File: config.mk
export PLATFORM = sky130hd
export DESIGN_NAME = uart_rx
export DESIGN_NICKNAME = d
export VERILOG_FILES = /design/src/rtl/uart_pkg.sv /design/src/rtl/uart_sync2.sv /design/src/rtl/uart_rx.sv
export SDC_FILE = /design/constraint.sdc
export NUM_CORES = 1
export LEC_CHECK = 0
export BUFFER_PORTS_ARGS = -buffer_cell sky130_fd_sc_hd__buf_2
export CORE_UTILIZATION = 60
export CTS_CLUSTER_SIZE = 25
export DETAILED_ROUTE_END_ITERATION = 10
export PLACE_DENSITY = 0.78
export SLEW_MARGIN = 20
export SYNTH_ARGS = -nofsm -noshare
export SYNTH_HDL_FRONTEND = slang
export SYNTH_SLANG_ARGS = --single-unit
File: constraint.sdc
create_clock -name CLK -period 2.72 [get_ports CLK]
set_input_delay 0.272 -clock CLK [delete_from_list [all_inputs] [get_ports CLK]]
set_output_delay 0.272 -clock CLK [all_outputs]
set_load 0.02 [all_outputs]
File: src/rtl/uart_pkg.sv
// uart_pkg: shared UART constants and FSM state encoding.
// Used by the receiver (uart_rx) and intended to be shared with the transmitter.
package uart_pkg;

  typedef enum logic [1:0] {
    ST_IDLE  = 2'b00,
    ST_START = 2'b01,
    ST_DATA  = 2'b10,
    ST_STOP  = 2'b11
  } uart_state_t;

  localparam int OVERSAMPLE  = 16;
  localparam int MID_SAMPLE  = 8;
  localparam int START_CHECK = 7;
  localparam int DATA_BITS   = 8;

  localparam logic [3:0] SMP_MID  = 4'(MID_SAMPLE);
  localparam logic [3:0] SMP_CHK  = 4'(START_CHECK);
  localparam logic [3:0] SMP_LAST = 4'(OVERSAMPLE - 1);
  localparam logic [2:0] BIT_LAST = 3'(DATA_BITS - 1);

endpackage

File: src/rtl/uart_sync2.sv
// uart_sync2: two-flop synchronizer for an asynchronous input.
// Ports: i_clk, i_rst (sync, active-high), i_rst_val (reset level), i_d (async in), o_q (synced out).
module uart_sync2 (
  input  logic i_clk,
  input  logic i_rst,
  input  logic i_rst_val,
  input  logic i_d,
  output logic o_q
);

  logic r_meta;
  logic r_sync;

  always_ff @(posedge i_clk) begin
    if (i_rst) begin
      r_meta <= i_rst_val;
      r_sync <= i_rst_val;
    end else begin
      r_meta <= i_d;
      r_sync <= r_meta;
    end
  end

  assign o_q = r_sync;

endmodule

File: src/rtl/uart_rx.sv
// uart_rx: 8N1 UART receiver, 16x oversampled via CLK_EN strobe, sticky RDY.
// Ports: CLK, RST (sync, active-high), RX (async line), CLK_EN (16x strobe),
//   RDY_CLR (clears RDY/FERR), DOUT (last byte), RDY, RX_BUSY,
//   FERR (stop-bit error, only when UART_RX_FERR_EN is defined).
module uart_rx
  import uart_pkg::*;
(
  input  logic       CLK,
  input  logic       RST,
  input  logic       RX,
  input  logic       CLK_EN,
  input  logic       RDY_CLR,
  output logic [7:0] DOUT,
  output logic       RDY,
  output logic       RX_BUSY
`ifdef UART_RX_FERR_EN
  ,
  output logic       FERR
`endif
);

  logic        w_rx_s;

  uart_state_t r_state, w_state_nx;
  logic [3:0]  r_sample, w_sample_nx;
  logic [2:0]  r_bitpos, w_bitpos_nx;
  logic [7:0]  r_scratch, w_scratch_nx;
  logic [7:0]  r_dout, w_dout_nx;
  logic        r_rdy, w_rdy_nx;
  logic        w_done;

  uart_sync2 u_sync (
    .i_clk     (CLK),
    .i_rst     (RST),
    .i_rst_val (1'b1),
    .i_d       (RX),
    .o_q       (w_rx_s)
  );

  always_ff @(posedge CLK) begin
    if (RST) begin
      r_state   <= ST_IDLE;
      r_sample  <= 4'd0;
      r_bitpos  <= 3'd0;
      r_scratch <= 8'h00;
      r_dout    <= 8'h00;
      r_rdy     <= 1'b0;
    end else begin
      r_state   <= w_state_nx;
      r_sample  <= w_sample_nx;
      r_bitpos  <= w_bitpos_nx;
      r_scratch <= w_scratch_nx;
      r_dout    <= w_dout_nx;
      r_rdy     <= w_rdy_nx;
    end
  end

  always_comb begin
    w_state_nx   = r_state;
    w_sample_nx  = r_sample;
    w_bitpos_nx  = r_bitpos;
    w_scratch_nx = r_scratch;
    w_dout_nx    = r_dout;
    w_done       = 1'b0;
    if (CLK_EN) begin
      unique case (r_state)
        ST_IDLE: begin
          if (!w_rx_s) begin
            w_sample_nx = 4'd1;
            w_state_nx  = ST_START;
          end
        end
        ST_START: begin
          w_sample_nx = r_sample + 4'd1;
          // line back high at mid-start: a glitch, not a frame
          if (r_sample == SMP_CHK && w_rx_s) begin
            w_state_nx = ST_IDLE;
          end else if (r_sample == SMP_LAST) begin
            w_sample_nx = 4'd0;
            w_bitpos_nx = 3'd0;
            w_state_nx  = ST_DATA;
          end
        end
        ST_DATA: begin
          w_sample_nx = r_sample + 4'd1;
          if (r_sample == SMP_MID) begin
            w_scratch_nx[r_bitpos] = w_rx_s;
          end
          if (r_sample == SMP_LAST) begin
            if (r_bitpos == BIT_LAST) begin
              w_sample_nx = 4'd0;
              w_state_nx  = ST_STOP;
            end else begin
              w_bitpos_nx = r_bitpos + 3'd1;
            end
          end
        end
        ST_STOP: begin
          w_sample_nx = r_sample + 4'd1;
          // leave at mid-stop so a back-to-back start edge is seen
          if (r_sample == SMP_MID) begin
            w_done     = 1'b1;
            w_dout_nx  = r_scratch;
            w_state_nx = ST_IDLE;
          end
        end
        default: w_state_nx = ST_IDLE;
      endcase
    end
  end

  // byte completion beats a coincident clear
  assign w_rdy_nx = w_done | (r_rdy & ~RDY_CLR);

  assign DOUT    = r_dout;
  assign RDY     = r_rdy;
  assign RX_BUSY = (r_state != ST_IDLE);

`ifdef UART_RX_FERR_EN
  logic r_ferr;
  logic w_ferr_nx;

  assign w_ferr_nx = w_done ? ~w_rx_s : (r_ferr & ~RDY_CLR);

  always_ff @(posedge CLK) begin
    if (RST) r_ferr <= 1'b0;
    else     r_ferr <= w_ferr_nx;
  end

  assign FERR = r_ferr;
`endif

endmodule

Word level (Yosys, flattened, before mapping)
Index checks and enable logic that the tools add are counted.
Storage, ports and cells
  register bits after elaboration: 28
Operators by class
  add/subtract/negate cells: 2
  order comparisons: 2
  equality and inequality tests: 15
  mux-type cells: 24
  bitwise operators: 3
  reduce and logical (&&, ||, !) cells: 10
Operators by type and width (count)
  two-way mux 4 bit: 5
  case mux 4 bit (4 select lines): 1
  inequality test 2 bit, second input constant: 7
  two-way mux 2 bit: 6
  two-way mux 3 bit: 4
  AND reduction 6 bit: 2
  bitwise mux 8 bit: 1
  equality test 4 bit, second input constant: 2
  case mux 2 bit (4 select lines): 1
  case mux 3 bit (2 select lines): 1
  AND reduction 3 bit: 2
  adder 4 x 1 -> 4 bit, second input constant: 1
  equality test 2 bit, second input constant: 2
  equality test 4 x 3 -> 1 bit, second input constant: 1
  < comparator 3 x 4 -> 1 bit, second input constant: 1
  two-way mux 1 bit: 4
  nonzero test 2 bit: 2
  adder 3 x 1 -> 3 bit, second input constant: 1
  demux 1 bit (select 3 bit): 1
  equality test 3 bit, second input constant: 1
  >= comparator 3 x 1 -> 1 bit, second input constant: 1
  inequality test 3 bit, second input constant: 1
  equality test 2 x 1 -> 1 bit, second input constant: 1
  logical AND 1 bit: 2
  5 further kinds: 5

Depth between registers and ports, before layout
  word-level depth: 5
  depth in mapped cells: 6
  depth with buffers taken out: 6

Hierarchy
From an unflattened synthesis, not the netlist that was laid out.
Unflattened totals
  cell total of the unflattened synthesis: 143
  area, all modules: 1415.1 sq um
Modules (own cells, without submodules)
  uart_rx: instances 1, cells each 139, area an instance 1352.5 sq um, sequential area each 520.5 sq um
  uart_sync2: instances 1, cells each 4, area an instance 62.6 sq um, sequential area each 40.0 sq um

Worst setup path after synthesis
No wires, ideal clock.
  kind: flip-flop to flip-flop
  from: reg r_sample[0]
  to: reg r_state[0]
  data arrival time: 1.472 ns
  slack: 1.127 ns
  stages on the path, launching flop included: 6
  path through: dfxtp_1 > ha_1 > a31o_2 > a211oi_1 > a211o_1 > mux2_4
On the way
  word-level cells in the longest chain between the ends: 4
RTL lines
  start, declared: line uart_rx.sv:25  | logic [3:0] r_sample, w_sample_nx;
  start signal, assigned: line uart_rx.sv:50  | r_sample <= w_sample_nx;
  equality test 4 x 3 -> 1 bit: line uart_rx.sv:76  | if (r_sample == SMP_CHK && w_rx_s) begin
  logical AND 1 bit: line uart_rx.sv:76
  inequality test 3 bit (no line) or two-way mux 2 bit (tied branches)
  AND reduction 6 bit (no line) or case mux 2 bit (4 select lines) (tied branches)
  end signal, assigned: line uart_rx.sv:49  | r_state <= w_state_nx;
  end, declared: line uart_rx.sv:24  | uart_state_t r_state, w_state_nx;
Parallel ways exist; a longest one is shown, timed or not.
A chain may end at the register's enable or synchronous reset.

Worst setup path in the final report
  from: reg r_bitpos[0]
  to: reg r_state[0]
On the way
  word-level cells in the longest chain between the ends: 3
RTL lines
  start, declared: line uart_rx.sv:26  | logic [2:0] r_bitpos, w_bitpos_nx;
  start signal, assigned: line uart_rx.sv:51  | r_bitpos <= w_bitpos_nx;
  equality test 3 bit: line uart_rx.sv:90  | if (r_bitpos == BIT_LAST) begin
  inequality test 2 bit (no line)
  AND reduction 6 bit (no line)
Every way passes these cells.

==> flow_summary.ini <==
[run_status]
outcome = completed

[clock_network]
tritoncts = built
cts.reportedPaths.clkPinSlew_ns = 0.14
clkLatencyLatePin_ns = 0.32
number_of_clock_buffers_inserted_by_tritoncts = 3
postCtsHoldBufs = 0
clockBufferDepth = 2
postCtsSetupRepairBufs = 0
post_cts_resized = 0
clock_tree.root_cell = clkbuf_4
cts_num_sinks = 28
htree_levels = 1

[yosys]
synth-edff-count = 0
yosys_register_bits = 28
synth_commonest_cells = 28 x dfxtp_1, 25 x nor2_1, 19 x mux2i_1
synthesis.yosys.warnings = 0
async_sr_flop_fraction_pct = 0
synth.cell_area_sq_mm = 0.00144
share_of_the_synthesized_area_in_the_top_cell_type_pct = 39.0
postSynthCellCount = 148
ys_dominant_reg_cell = dfxtp_1
post_synth_main_area_contributors = dfxtp_1 39%, mux2i_1 13%, nor2_1 6.5%, ha_1 3.5%, inv_1 2.1%
synth.distinct_cells = 47
postSynthNetCount = 157
synth-seq-area-share_pct = 39.0
netlist.top_cell.by_area = dfxtp_1
post-synth-top-count-cell = dfxtp_1
syn_avg_cell_area_sq_um = 9.72

[critical_path]
crit-reg2reg-capture = r_state[0]
path_class = register to register
path_max_fanout = 11
ff2ff_path_depth = 6
cp_data_arrival_time_ns = 2.14
timing.rr.start = r_bitpos[0]
endpoint_kind = register
required_ns = 2.95
r2r_slack_ns = 0.81
element_type_at_the_critical_path_start = register

[global_route]
grt_pass1_wl_um = 4460
largest_net_degree_at_the_start_of_global_routing = 30
grt_pass1_vias = 1028
groute.usage.overall_pct = 22.8
globalRouteOverflowTotal = 0
grt_antenna_before_repair = 0

[pwr]
power_density_mw_per_mm2 = 437
totalPowerFinal_uw = 661
netSwitchingFraction_pct = 22.4
pwr-share-clk_pct = 29.4
internal_power_uw = 513
vdd_ir_drop_max_v = 0.000304
comb_power_share_pct = 6.6
seqPwrFrac_pct = 64.0
p_leak_uw = 0.000675
switchingPower_uw = 148

[timing]
final_max_slew_viol_count = 0
tcrit_tclk_final_pct = 70.4
fin_crit_ns = 1.91
maxSlewHeadroom_pct = 67.1
tightestPinTransition_ns = 0.493
final_hold_viol_count = 0
timing.fmax_mhz = 522
final-setup-viol-count = 0
finalClockSkew_ns = 0.00324
grt_setup_unrepaired = no
fin_hold_ws_ns = 0.124
setup-tns-final_ns = 0

[drt]
detail_route.vias_per_cell = 5.84
detailedRoute.firstPassIterationCount = 4
dr_total_vias = 1068
first_iter_violations = 37
finalWirelength_um = 2460
average_wire_length_per_cell_after_detail_routing_um = 13.5
drt.antenna.violating_nets = 0
drc = 0

[worst_hold_path]
path_category_of_the_worst_min_delay_check = primary input to register
hold_path_startpoint = RX
min_delay_worst_endpoint = u_sync.r_meta
hold_depth = 2

[floorplanning]
chipWidth_um = 51.0
design.portCount = 15
core-area_sq_mm = 0.00223
rows = 17
floorplan.initialDensity_pct = 64.4
chipHeight_um = 51.0
die_area_sq_mm = 0.00260

[cells_and_area]
n_antenna_cell = 0
drive_above_1_share_pct = 23.2
multi_input_comb_area_sq_um = 782
nFillCells = 196
finished_cell_area_sq_mm = 0.00151
area.sequential_sq_um = 561
fin_nets = 165
finish.utilization_pct = 67.8
synthToLayoutAreaGrowth_pct = 5.22

[placed_design]
dpl_cell_area_sq_mm = 0.00148
detailedPlacementHpwl_um = 1740
io_buffers = 14
gp_congestion = 0.902

[run]
timing.max_cap.violations = 0
-- cell families after synthesis --
| kind of cell | synth area share, % |
|---|---|
| mux | 14.3 |
| buf+inv | 6.69 |
| fa+ha+maj | 3.48 |
| compound gates | 10.4 |
| simple gates | 26.2 |
| flops | 39.0 |
-- placed cells by master, fill, tap and decap left out, types with 2 or more instances in the layout --
cell type / n
a21oi_1: 2
nor3b_1: 3
or2_2: 2
o21ai_0: 4
nor2_1: 25
nand4_1: 3
inv_1: 8
a211oi_1: 2
ha_1: 4
nor4_2: 2
and3b_2: 2
mux2i_1: 19
buf_2: 14
clkbuf_4: 3
dfxtp_1: 28
nand3_1: 3
nand2_1: 3
-- critical path, cell delays in order, from the launching register on --
cell	delay [ns]
dfxtp_1	0.58
ha_1	0.22
ha_1	0.15
and2b_1	0.16
a41oi_1	0.05
a211o_1	0.36
mux2_4	0.30
-- stage by stage --
step,instances,setup WS (ns)
finish,183,0.806
global route,183,0.737
CTS,183,0.836
detailed placement,179,0.855
global placement,179,0.923
floorplan,148,1.13
-- sequential cells by signal, summed over array words and instances (netlist names), named ones only --
name / count
u_sync.o_q: 1
RDY: 1
r_sample: 4
u_sync.r_meta: 1
r_state: 1
DOUT: 8
r_scratch: 8
r_bitpos: 3
-- cell type report --
cell class | count | area share (%)
tap | 28 | 2.31
inverter | 8 | 1.98
clock buffer | 4 | 2.40
multi-input combinational | 101 | 51.7
timing repair buffer | 14 | 4.63
sequential | 28 | 37.0
-- power by group through the flow --
stage | registers, uW | logic (uW) | clock network [uW]
6_report | 423 | 43.3 | 195
5_1_grt | 425 | 47.7 | 218
4_1_cts | 423 | 43.4 | 206
3_5_place_dp | 432 | 43.0 | 0
3_3_place_gp | 431 | 41.8 | 0
2_1_floorplan | 426 | 40.6 | 0
-- worst max-delay path by stage --
stage | startpoint | to | slack (ns)
final | r_bitpos[0] | r_state[0] | 0.81
after global routing | r_bitpos[0] | r_state[0] | 0.74
after CTS | r_bitpos[0] | r_state[0] | 0.84
after detailed placement | r_bitpos[0] | r_state[0] | 0.86
after global placement | r_bitpos[0] | r_state[0] | 0.92
after floorplan | r_sample[0] | r_state[0] | 1.13
-- per-layer routing --
layer | part of all wire [%] | global-route usage, % | up-vias
met5 | 0 | 0 | -
met4 | 0.69 | 9.26 | 0
met3 | 4.3 | 3.57 | 2
met2 | 47 | 37.9 | 33
met1 | 47 | 29.1 | 499
li1 | - | - | 534
No activity file was read; power rests on OpenSTA's default activity.
